## src/rtl/osc_edge_counter.sv

```systemverilog
`default_nettype none
// ============================================================================
// Module   : osc_edge_counter
// Purpose  : Ring-oscillator frequency measurement. The pre-divided oscillator
//            is synchronised into the clk domain and its rising edges are
//            counted over a programmable window of clk cycles. Each completed
//            window publishes a count with a one-cycle valid strobe.
// Revision : 1.0 - initial release
// ----------------------------------------------------------------------------
// Parameters
//   CNT_W        width of the edge counter and count output
//   WIN_W        width of the window-length input and window counter
// Ports
//   clk          system clock
//   reset        synchronous, active-high reset
//   en           measurement enable, back-to-back windows while high
//   osc_in       asynchronous oscillator input (period >= 4 clk)
//   win_len      window length in clk cycles, 0 behaves as 1
//   count        edge count of the last completed window
//   count_valid  one-cycle strobe when count updates
//   ovf          last completed window saturated the counter
//   busy         high while a window is in progress (ARM/COUNT/LATCH)
// Configuration macro
//   OSC_AVG4_EN  when defined, count is the average of four consecutive
//                windows and the strobe fires once per group of four
// ============================================================================
module osc_edge_counter #(
    parameter int CNT_W = 16,
    parameter int WIN_W = 16
) (
    input  logic             clk,
    input  logic             reset,
    input  logic             en,
    input  logic             osc_in,
    input  logic [WIN_W-1:0] win_len,
    output logic [CNT_W-1:0] count,
    output logic             count_valid,
    output logic             ovf,
    output logic             busy
);

    typedef enum logic [1:0] {
        S_IDLE  = 2'd0,
        S_ARM   = 2'd1,
        S_COUNT = 2'd2,
        S_LATCH = 2'd3
    } state_t;

    localparam logic [CNT_W-1:0] C_CNT_ONE = CNT_W'(1);
    localparam logic [WIN_W-1:0] C_WIN_ONE = WIN_W'(1);

    state_t           r_state;
    logic             r_sync1;
    logic             r_sync2;
    logic             r_hist;
    logic [CNT_W-1:0] r_edge_cnt;
    logic             r_ovf_int;
    logic [WIN_W-1:0] r_win_cnt;

    logic             w_edge;
    logic             w_cnt_full;
    logic             w_win_last;
    logic             w_final_ovf;
    logic [CNT_W-1:0] w_final_cnt;
    logic [WIN_W-1:0] w_win_load;

    // Synchroniser and edge detector run independently of the FSM so that
    // the edge history stays valid across back-to-back windows.
    always_ff @(posedge clk) begin
        if (reset) begin
            r_sync1 <= 1'b0;
            r_sync2 <= 1'b0;
            r_hist  <= 1'b0;
        end else begin
            r_sync1 <= osc_in;
            r_sync2 <= r_sync1;
            r_hist  <= r_sync2;
        end
    end

    assign w_edge     = r_sync2 & ~r_hist;
    assign w_cnt_full = &r_edge_cnt;
    assign w_win_last = (r_win_cnt == C_WIN_ONE);
    assign w_win_load = (win_len == '0) ? C_WIN_ONE : win_len;

    // Result of the window including an edge that lands in its final cycle.
    // Saturation means an edge arrived with nowhere left to count it.
    assign w_final_cnt = (w_edge && !w_cnt_full) ? (r_edge_cnt + C_CNT_ONE) : r_edge_cnt;
    assign w_final_ovf = r_ovf_int | (w_edge & w_cnt_full);

`ifdef OSC_AVG4_EN
    logic [1:0]       r_win_idx;
    logic [CNT_W+1:0] r_acc;
    logic             r_ovf_acc;
    logic [CNT_W+1:0] w_acc_sum;

    // Two guard bits hold the sum of four full-scale windows without wrap.
    assign w_acc_sum = r_acc + {2'b00, w_final_cnt};
`endif

    always_ff @(posedge clk) begin
        if (reset) begin
            r_state     <= S_IDLE;
            r_edge_cnt  <= '0;
            r_ovf_int   <= 1'b0;
            r_win_cnt   <= '0;
            count       <= '0;
            ovf         <= 1'b0;
            count_valid <= 1'b0;
            busy        <= 1'b0;
`ifdef OSC_AVG4_EN
            r_win_idx   <= 2'd0;
            r_acc       <= '0;
            r_ovf_acc   <= 1'b0;
`endif
        end else begin
            count_valid <= 1'b0;
            case (r_state)
                S_IDLE: begin
                    if (en) begin
                        r_state <= S_ARM;
                        busy    <= 1'b1;
`ifdef OSC_AVG4_EN
                        r_win_idx <= 2'd0;
                        r_acc     <= '0;
                        r_ovf_acc <= 1'b0;
`endif
                    end
                end

                S_ARM: begin
                    r_edge_cnt <= '0;
                    r_ovf_int  <= 1'b0;
                    r_win_cnt  <= w_win_load;
                    r_state    <= S_COUNT;
                end

                S_COUNT: begin
                    r_win_cnt <= r_win_cnt - C_WIN_ONE;
                    if (!en) begin
                        // Abort: published results are left untouched.
                        r_state <= S_IDLE;
                        busy    <= 1'b0;
`ifdef OSC_AVG4_EN
                        r_win_idx <= 2'd0;
                        r_acc     <= '0;
                        r_ovf_acc <= 1'b0;
`endif
                    end else if (w_win_last) begin
                        r_state <= S_LATCH;
`ifdef OSC_AVG4_EN
                        if (r_win_idx == 2'd3) begin
                            count       <= w_acc_sum[CNT_W+1:2];
                            ovf         <= r_ovf_acc | w_final_ovf;
                            count_valid <= 1'b1;
                            r_win_idx   <= 2'd0;
                            r_acc       <= '0;
                            r_ovf_acc   <= 1'b0;
                        end else begin
                            r_acc       <= w_acc_sum;
                            r_ovf_acc   <= r_ovf_acc | w_final_ovf;
                            r_win_idx   <= r_win_idx + 2'd1;
                        end
`else
                        count       <= w_final_cnt;
                        ovf         <= w_final_ovf;
                        count_valid <= 1'b1;
`endif
                    end else if (w_edge) begin
                        if (w_cnt_full) begin
                            r_ovf_int <= 1'b1;
                        end else begin
                            r_edge_cnt <= r_edge_cnt + C_CNT_ONE;
                        end
                    end
                end

                S_LATCH: begin
                    if (en) begin
                        r_state <= S_ARM;
                    end else begin
                        r_state <= S_IDLE;
                        busy    <= 1'b0;
                    end
                end

                default: begin
                    r_state <= S_IDLE;
                    busy    <= 1'b0;
                end
            endcase
        end
    end

endmodule
`default_nettype wire
```

## config.mk

```make
export PLATFORM = sky130hd
export DESIGN_NAME = osc_edge_counter
export DESIGN_NICKNAME = d
export VERILOG_FILES = /design/src/rtl/osc_edge_counter.sv
export SDC_FILE = /design/constraint.sdc
export NUM_CORES = 1
export LEC_CHECK = 0
export BUFFER_PORTS_ARGS = -buffer_cell sky130_fd_sc_hd__buf_2
export CAP_MARGIN = 10
export CELL_PAD_IN_SITES_DETAIL_PLACEMENT = 1
export CELL_PAD_IN_SITES_GLOBAL_PLACEMENT = 2
export CORE_ASPECT_RATIO = 1.1
export CORE_MARGIN = 2
export CORE_UTILIZATION = 35
export CTS_CLUSTER_DIAMETER = 200
export DETAILED_ROUTE_END_ITERATION = 8
export PLACE_DENSITY = 0.89
export SLEW_MARGIN = 20
export SYNTH_ARGS = -nofsm -noshare
export SYNTH_HDL_FRONTEND = slang
export SYNTH_SLANG_ARGS = --single-unit
```

## constraint.sdc

```tcl
create_clock -name clk -period 2.33 [get_ports clk]
set_clock_uncertainty 0.05 [all_clocks]
set_input_delay 0.5825 -clock clk [delete_from_list [all_inputs] [get_ports clk]]
set_output_delay 0.5825 -clock clk [all_outputs]
set_load 0.03 [all_outputs]
```

==> flow_summary.ini, run 1 <==
[run_status]
status = finished clean

[grt]
met1_usage_pct = 24.5
antenna_found_initial = 0
grt_max_degree = 43
grt_pass1_vias = 3536
grt_pass1_wl_um = 17500
groute.usage.overall_pct = 20.5
overflow = 0
grt.busiest_layer = met2
met3_usage_pct = 4.43
gr-usage-met2_pct = 36.6

[clock_tree]
tritoncts = done
clk_pin_slew_ns = 0.07
htree_levels = 3
cts_buffers = 9
cts-root-buf = clkbuf_8
cts_buffer_depth = 2
cts_sinks = 57
clkLatencyLatePin_ns = 0.35

[die]
die_h_um = 107
dieArea_mm2 = 0.0105
start_util_pct = 36.1
row_count = 37
ios = 39
core_mm2 = 0.00940
die_w_um = 97.8

[worst_setup_path]
crit_slowest_cell = or3b_2
critPathMaxFanout = 6
cp.arrival_ns = 2.40
path_cells = buf_4 > inv_1 > ha_1 > or3b_2 > nor4_4 > buf_4 > o21ai_0 > a2bb2oi_1 > nor2_1
critPathMaxStageDelay_ns = 0.55
critPathRequiredTime_ns = 2.50
crit_type = flop to flop
crit_path_start_kind = flop
crit_path_frequent_cell = buf_4
crit_path_end_kind = flop

[logic_synthesis]
synth_nets = 440
ys.flop_type = dfxtp_1
syn_area_mm2 = 0.00339
seq_area_frac_synth_pct = 33.7
synth-edff-count = 0
synthCells = 412
ys_ff_latch = 57
ys_types = 56
avgSynthCellArea_um2 = 8.22
yosysWarnings = 0
synthArstFlopShare_pct = 0

[job]
cap_violations = 0

[timing]
fin_crit_ns = 2.23
grt_setup_unrepaired = no
finalHoldWorstSlack_ns = 0.396
worst_slew_pin_slew_ns = 0.877
maxSlewViolCount = 0
finalSetupViolCount = 0
slew_headroom_pct = 41.3
finalSetupTns_ns = 0
fmax_mhz = 449
finalWorstSetupSlack_ns = 0.101
finalCritPeriodShare_pct = 95.7
hold_viol = 0

[detailed_routing]
drt_iter0_markers = 119
vias_per_cell = 5.70
wl_um = 10300
drc = 0
ant_nets = 0
firstDrtPassIters = 4
wl_per_cell_um = 17.2
vias = 3409

[placement]
gp_congestion = 0.827
place.port_buffers = 38
hpwl_um = 7490
dp_slack_ns = 0.0320

[final_layout]
layout_commonest_cell = dfxtp_1
fin_util_pct = 44.9
n_antenna_cell = 0
drive_gt1_share_pct = 27.7
nNetsFinal = 504
layout_common_cells = dfxtp_1 (57), buf_4 (39), buf_2 (38)
area_growth_pct = 24.4

[power_and_ir_drop]
cellPowerDensity_mw_per_mm2 = 870
power.total_mw = 3.67
peakVddDrop_uv = 359
power_leakage_nw = 1.59

[min_path]
hold_path_class = flop to flop
path summary, 6_finish.rpt:
check / end / slack [ns] / cells past startpoint / startpoint
setup / recovery: r_win_cnt[10]$_SDFFE_PP0P_ / 0.10 / 9 / r_win_cnt[0]$_SDFFE_PP0P_
hold / removal: r_sync2$_SDFF_PP0_ / 0.40 / 1 / r_sync1$_SDFF_PP0_
setup reg to reg: r_win_cnt[10]$_SDFFE_PP0P_ / 0.10 / 9 / r_win_cnt[0]$_SDFFE_PP0P_
hold reg to reg: r_sync2$_SDFF_PP0_ / 0.40 / 1 / r_sync1$_SDFF_PP0_
synthesized netlist by cell type, types with 5 or more instances:
master,instances,area (µm²)
o22ai_1,9,56.3
nor2_2,10,62.6
nand2b_1,12,75.1
nand4_1,10,62.6
or4_1,7,52.6
and3_1,5,31.3
a22oi_1,5,37.5
a211oi_2,11,138
ha_1,8,100
a21oi_1,17,85.1
o21ai_0,19,95.1
nor2_1,37,139
nor4_1,9,56.3
dfxtp_1,57,1140
nand3_1,15,75.1
a211oi_1,12,90.1
nor3_1,17,85.1
xnor2_1,9,78.8
o31ai_1,5,37.5
inv_1,13,48.8
clkbuf_1,15,56.3
nand2_1,33,124
xor2_1,5,43.8
nor2b_1,7,43.8
flip-flops by register name (all words and copies together), names as in the netlist:
signal       cells
r_sync2          1
r_state          2
r_ovf_int        1
r_sync1          1
r_edge_cnt      16
ovf              1
r_hist           1
count           16
busy             1
r_win_cnt       16
count_valid      1
critical path: cells and delay by family, from the launching register on:
family                     cells  cell delay, ns
and+or+nand+nor                3            0.94
DFF                            1            0.32
adders and majority gates      1            0.18
buffers and inverters          3            0.38
AOI/OAI and AO/OA              2            0.24
timing repair:
| item | in CTS | in global routing |
|---|---|---|
| hold buffers | 0 | 0 |
| endpoints found under the setup margin | 0 | 15 |
| setup buffers | 0 | 1 |
| endpoints found under the hold margin | 0 | 0 |
| resized for setup | 0 | 10 |
power by group:
| part | switching, mW | total, mW | internal, mW |
|---|---|---|---|
| clock network | 0.427 | 1.30 | 0.875 |
| logic | 0.692 | 1.16 | 0.472 |
| registers | 0.130 | 1.20 | 1.07 |
| total | 1.25 | 3.67 | 2.42 |
cell families after synthesis:
logic type	Yosys count	synth area share, %
AO/OA/AOI/OAI	109	23.6
XOR/XNOR	14	3.62
adder cells (fa/ha/maj)	8	2.95
buffers and inverters	39	5.83
flip-flops	57	33.7
multiplexers	2	0.591
AND/OR/NAND/NOR	183	29.8
per-layer routing:
| layer | vias up | part of all wire [%] |
|---|---|---|
| li1 | 1663 | - |
| met1 | 1664 | 45 |
| met2 | 66 | 50 |
| met3 | 16 | 3.2 |
| met4 | 0 | 1.6 |
| met5 | - | 0 |
through the flow:
stage / instance area, µm² / std cells
2_1_floorplan: 3390 / 412
5_1_grt: 4220 / 598
6_report: 4220 / 598
3_3_place_gp: 3890 / 581
3_5_place_dp: 3890 / 581
4_1_cts: 4170 / 597
final cells by class:
type                       instances  area [µm²]
sequential                        57        1140
clock inverter                     5         125
timing repair buffer              79         514
multi-input combinational        316        2090
clock buffer                      11         151
tap                              117         146
fill                            1161        5180
inverter                          13        48.8
No activity file was read; power rests on OpenSTA's default activity.
==> run 2, diff against run 1 <==
--- a/config.mk
+++ b/config.mk
@@ -21 +21,2 @@
 export SYNTH_SLANG_ARGS = --single-unit
+export TNS_END_PERCENT = 10
==> constraint.sdc (replaced) <==
create_clock -name clk -period 2.33 [get_ports clk]
set_clock_uncertainty 0.05 [all_clocks]
set_input_delay 0.466 -clock clk [delete_from_list [all_inputs] [get_ports clk]]
set_output_delay 0.466 -clock clk [all_outputs]
set_load 0.03 [all_outputs]
==> flow_summary.ini, run 2 (synthesis gave the netlist of run 1 again) <==
[timing]
fin_crit_ns = 2.22
fmax_mhz = 450
finalSetupViolCount = 0
maxSlewViolCount = 0
hold_viol = 0
grt_setup_unrepaired = yes
finalCritPeriodShare_pct = 95.4
slew_headroom_pct = 57.3
worst_slew_pin_slew_ns = 0.635
finalHoldWorstSlack_ns = 0.287

[grt]
grt_max_degree = 44
groute.usage.overall_pct = 20.8
grt_pass1_wl_um = 17500
grt_pass1_vias = 3548
antenna_found_initial = 0
overflow = 0

[final_layout]
multiInputGateArea_mm2 = 0.00207
layout_common_cells = dfxtp_1 (57), buf_2 (38), nor2_1 (36), buf_4 (36), nand2_1 (33)
nNetsFinal = 500
n_antenna_cell = 0
postLayoutCellArea_mm2 = 0.00413
layout_commonest_cell = dfxtp_1
area_growth_pct = 22.0
fin_util_pct = 44.0
seq_area_mm2 = 0.00114
reg.largest.list = count (16), r_edge_cnt (16), r_win_cnt (16)
drive_gt1_share_pct = 26.6
nFillCells = 1151

[clock_tree]
cts-root-buf = clkbuf_8
htree_levels = 3
cts_sinks = 57
cts_buffers = 9
tritoncts = done
clkLatencyLatePin_ns = 0.36
clk_pin_slew_ns = 0.08
cts_buffer_depth = 2

[worst_setup_path]
critPathRequiredTime_ns = 2.56
r2r-end = count[3]$_SDFFE_PP0P_
cp.arrival_ns = 2.45
critPathMaxFanout = 24
ff2ff_setup_slack_ns = 0.11
crit_type = flop to flop
crit_path_end_kind = flop
crit_path_start_kind = flop
reg2regPathDepth = 6
r2r-start = r_win_cnt[10]$_SDFFE_PP0P_

[detailed_routing]
wl_um = 10400
ant_nets = 0
firstDrtPassIters = 4
vias_per_cell = 5.68
wl_per_cell_um = 17.5
drc = 0
vias = 3371
drt_iter0_markers = 100

[run_status]
status = finished clean

[placement]
hpwl_um = 7610
placed_area_mm2 = 0.00387
gp_congestion = 0.833
place.port_buffers = 38

[die]
dieArea_mm2 = 0.0105
core_mm2 = 0.00940
die_w_um = 97.8
start_util_pct = 36.1
row_count = 37
ios = 39
die_h_um = 107

[job]
cap_violations = 0

[power_and_ir_drop]
power_leakage_nw = 1.54
peakVddDrop_uv = 407
cellPowerDensity_mw_per_mm2 = 842
power.total_mw = 3.48

[min_path]
hold_path_class = input pin to flop
hold_start = osc_in
holdPathStages = 2
holdPathEnd = r_sync1$_SDFF_PP0_
-- run 2: cell count changes in the layout (fill, tap and decap cells not counted), moves of 2 or more --
cell,delta
clkbuf_8,-2
buf_4,-3
or4_1,+3
or4_4,-3
clkinvlp_4,+2
-- run 2: per-stage QoR --
| stage | TNS [ns] | std cells | setup slack, ns |
|---|---|---|---|
| after floorplan | 0 | 412 | 0.205 |
| after global placement | 0 | 578 | 0.164 |
| after detailed placement | 0 | 578 | 0.0830 |
| after CTS | 0 | 594 | 0.0703 |
| after global routing | -0.0505 | 594 | -0.0408 |
| final | 0 | 594 | 0.107 |
-- run 2: what timing repair did --
action,in CTS,in global routing
buffers inserted,0,0
hold buffers,0,0
resized for setup,0,5
setup endpoints to repair,0,14
-- run 2: worst max path at each step --
stage / start / to / slack, ns / cells past startpoint
3_5_place_dp: r_win_cnt[1]$_SDFFE_PP0P_ / r_edge_cnt[3]$_SDFFE_PP0P_ / 0.08 / 7
6_report: r_win_cnt[10]$_SDFFE_PP0P_ / count[3]$_SDFFE_PP0P_ / 0.11 / 6
4_1_cts: r_win_cnt[1]$_SDFFE_PP0P_ / r_edge_cnt[0]$_SDFFE_PP0P_ / 0.07 / 7
2_1_floorplan: r_edge_cnt[0]$_SDFFE_PP0P_ / count[7]$_SDFFE_PP0P_ / 0.21 / 7
3_3_place_gp: r_win_cnt[1]$_SDFFE_PP0P_ / r_edge_cnt[0]$_SDFFE_PP0P_ / 0.16 / 7
5_1_grt: r_win_cnt[10]$_SDFFE_PP0P_ / count[3]$_SDFFE_PP0P_ / -0.04 / 6
-- run 2: worst max-delay path: stages (launching register included) --
cell and delay [ns]:
dfxtp_1 0.38, or4_1 0.63, nor4b_4 0.37, and3_4 0.24, buf_12 0.19, nor2_1 0.06
a311oi_1 0.22
-- run 2: report_power, final --
group | leakage (nW) | internal, mW | switching, mW
clock network | 0.115 | 0.710 | 0.462
registers | 0.463 | 1.07 | 0.120
logic | 0.961 | 0.432 | 0.685
total | 1.54 | 2.21 | 1.27
-- run 2: area by class of cell --
class                           instances  share of cell area, %
Clock buffer                            9                   3.00
Clock inverter                          7                   2.88
Inverter                               13                   1.18
Multi-Input combinational cell        316                   50.2
Sequential cell                        57                   27.6
Tap cell                              117                   3.54
Timing Repair Buffer                   75                   11.6
-- run 2: routing by layer --
layer / share of wire (%) / global-route usage (%) / vias to the layer above
met1: 44 / 24.3 / 1637
met2: 51 / 37.4 / 54
li1: - / - / 1661
met4: 2.1 / 7.84 / 0
met5: 0 / 0 / -
met3: 2.7 / 4.11 / 19
==> run 3, diff against run 2 <==
==> constraint.sdc (replaced) <==
create_clock -name clk -period 2.33 [get_ports clk]
set_clock_uncertainty 0.05 [all_clocks]
set_input_delay 0.1165 -clock clk [delete_from_list [all_inputs] [get_ports clk]]
set_output_delay 0.1165 -clock clk [all_outputs]
set_load 0.03 [all_outputs]
==> flow_summary.ini, run 3 (synthesis gave the netlist of run 1 again) <==
[timing]
fin_crit_ns = 2.21
fmax_mhz = 453
hold_viol = 0
grt_setup_unrepaired = yes
finalCritPeriodShare_pct = 94.7
finalWorstSetupSlack_ns = 0.123
maxSlewViolCount = 0
slew_headroom_pct = 34.7
finalSetupViolCount = 0
finalHoldWorstSlack_ns = 0.0508
worst_slew_pin_slew_ns = 0.976

[power_and_ir_drop]
combPwrFrac_pct = 33.9
peakVddDrop_uv = 404
power.total_mw = 3.49
switching_share_pct = 36.7
pwr-share-seq_pct = 34.4
power_leakage_nw = 1.54
cellPowerDensity_mw_per_mm2 = 841
p_clk_share_pct = 31.7
power_switching_mw = 1.28
intPower_mw = 2.21

[final_layout]
multiInputGateArea_mm2 = 0.00208
nNetsFinal = 501
nFillCells = 1120
n_antenna_cell = 0
final_cells = 595
layout_common_cells = dfxtp_1 (57), buf_2 (38), nor2_1 (35), buf_4 (35), nand2_1 (33)
reg.largest.list = count (16), r_edge_cnt (16), r_win_cnt (16)
area_growth_pct = 22.4
drive_gt1_share_pct = 27.0
seq_area_mm2 = 0.00114
layout_commonest_cell = dfxtp_1

[detailed_routing]
drt_iter0_markers = 115
dr_wl_met3_um = 320
wl_um = 10500
wl_met1_um = 4660
routed.top_layer = met4
vias_per_cell = 5.68
drc = 0
route.met2.wl_um = 5330
firstDrtPassIters = 4
ant_nets = 0
vias = 3378
wl_per_cell_um = 17.7

[worst_setup_path]
critPathMaxFanout = 11
cp.arrival_ns = 2.41
crit_type = flop to flop
crit_buf_inv = 1
critPathMaxStageDelay_ns = 0.63
critPathRequiredTime_ns = 2.54
path_cells = or4_1 > nor4b_4 > and3_1 > buf_4 > nor2_1 > a311oi_1
cp_top_family = simple AND/OR/NAND/NOR gates
crit_slowest_cell = or4_1
crit_path_start_kind = flop
crit_path_end_kind = flop

[clock_tree]
htree_levels = 3
cts_buffers = 9
clkLatencyLatePin_ns = 0.35
clk_pin_slew_ns = 0.07
cts_sinks = 57
tritoncts = done
cts-root-buf = clkbuf_8
cts_buffer_depth = 2

[die]
ios = 39
core_mm2 = 0.00940
start_util_pct = 36.1
row_count = 37
dieArea_mm2 = 0.0105
die_w_um = 97.8
die_h_um = 107

[placement]
hpwl_um = 7500
gp_congestion = 0.834
dp_slack_ns = 0.0815
place.port_buffers = 38
dp.cells = 577

[min_path]
hold_path_class = input pin to flop

[run_status]
status = finished clean

[job]
cap_violations = 0

[grt]
overflow = 0
antenna_found_initial = 0
grt_pass1_wl_um = 17800
grt_pass1_vias = 3586
groute.usage.overall_pct = 20.8
grt_max_degree = 44
-- run 3: worst paths after layout --
path | from | endpoint | slack [ns] | cells after the start
max | r_win_cnt[10]$_SDFFE_PP0P_ | count[3]$_SDFFE_PP0P_ | 0.12 | 6
min | win_len[14] | r_win_cnt[14]$_SDFFE_PP0P_ | 0.05 | 3
max reg2reg | r_win_cnt[10]$_SDFFE_PP0P_ | count[3]$_SDFFE_PP0P_ | 0.12 | 6
min reg2reg | r_sync1$_SDFF_PP0_ | r_sync2$_SDFF_PP0_ | 0.40 | 1
-- run 3: cell type report --
type,count,area share [%]
multi-input cells,316,50.2
inverters,13,1.27
clock inverters,4,1.81
repair buffers,76,11.9
flip-flops and latches,57,27.5
well taps,117,3.53
clock buffers,12,3.74
-- run 3: worst min-delay path, delay by kind of cell --
kind | cells | cell delay (ns)
compound gates | 2 | 0.17
buf+inv | 1 | 0.11
-- run 3: power by group through the flow --
stage,sequential [mW],clock (mW),combinational [mW]
after floorplan,1.20,0,0.740
after global placement,1.20,0,1.07
after detailed placement,1.21,0,1.11
after CTS,1.19,1.12,1.12
after global routing,1.22,1.16,1.31
final,1.20,1.10,1.18
-- run 3: stage by stage --
stage,utilization [%],TNS [ns],area [µm²]
floorplan,-,0,3390
global placement,41.1,0,3860
detailed placement,41.1,0,3860
CTS,43.6,0,4100
global route,44.1,-0.0521,4150
finish,44.1,0,4150
-- run 3: repair_timing --
action / 4_1_cts / 5_1_grt
setup buffers: 0 / 1
gates resized for setup: 0 / 12
hold buffers: 1 / 0
endpoints found under the hold margin: 1 / 0
setup endpoints to repair: 0 / 24
-- run 3: metal layers --
metal  GRT usage (%)  up-vias
met1            25.5     1646
met5               0        -
met4            7.04        0
met2            36.7       56
li1                -     1656
met3            3.91       20
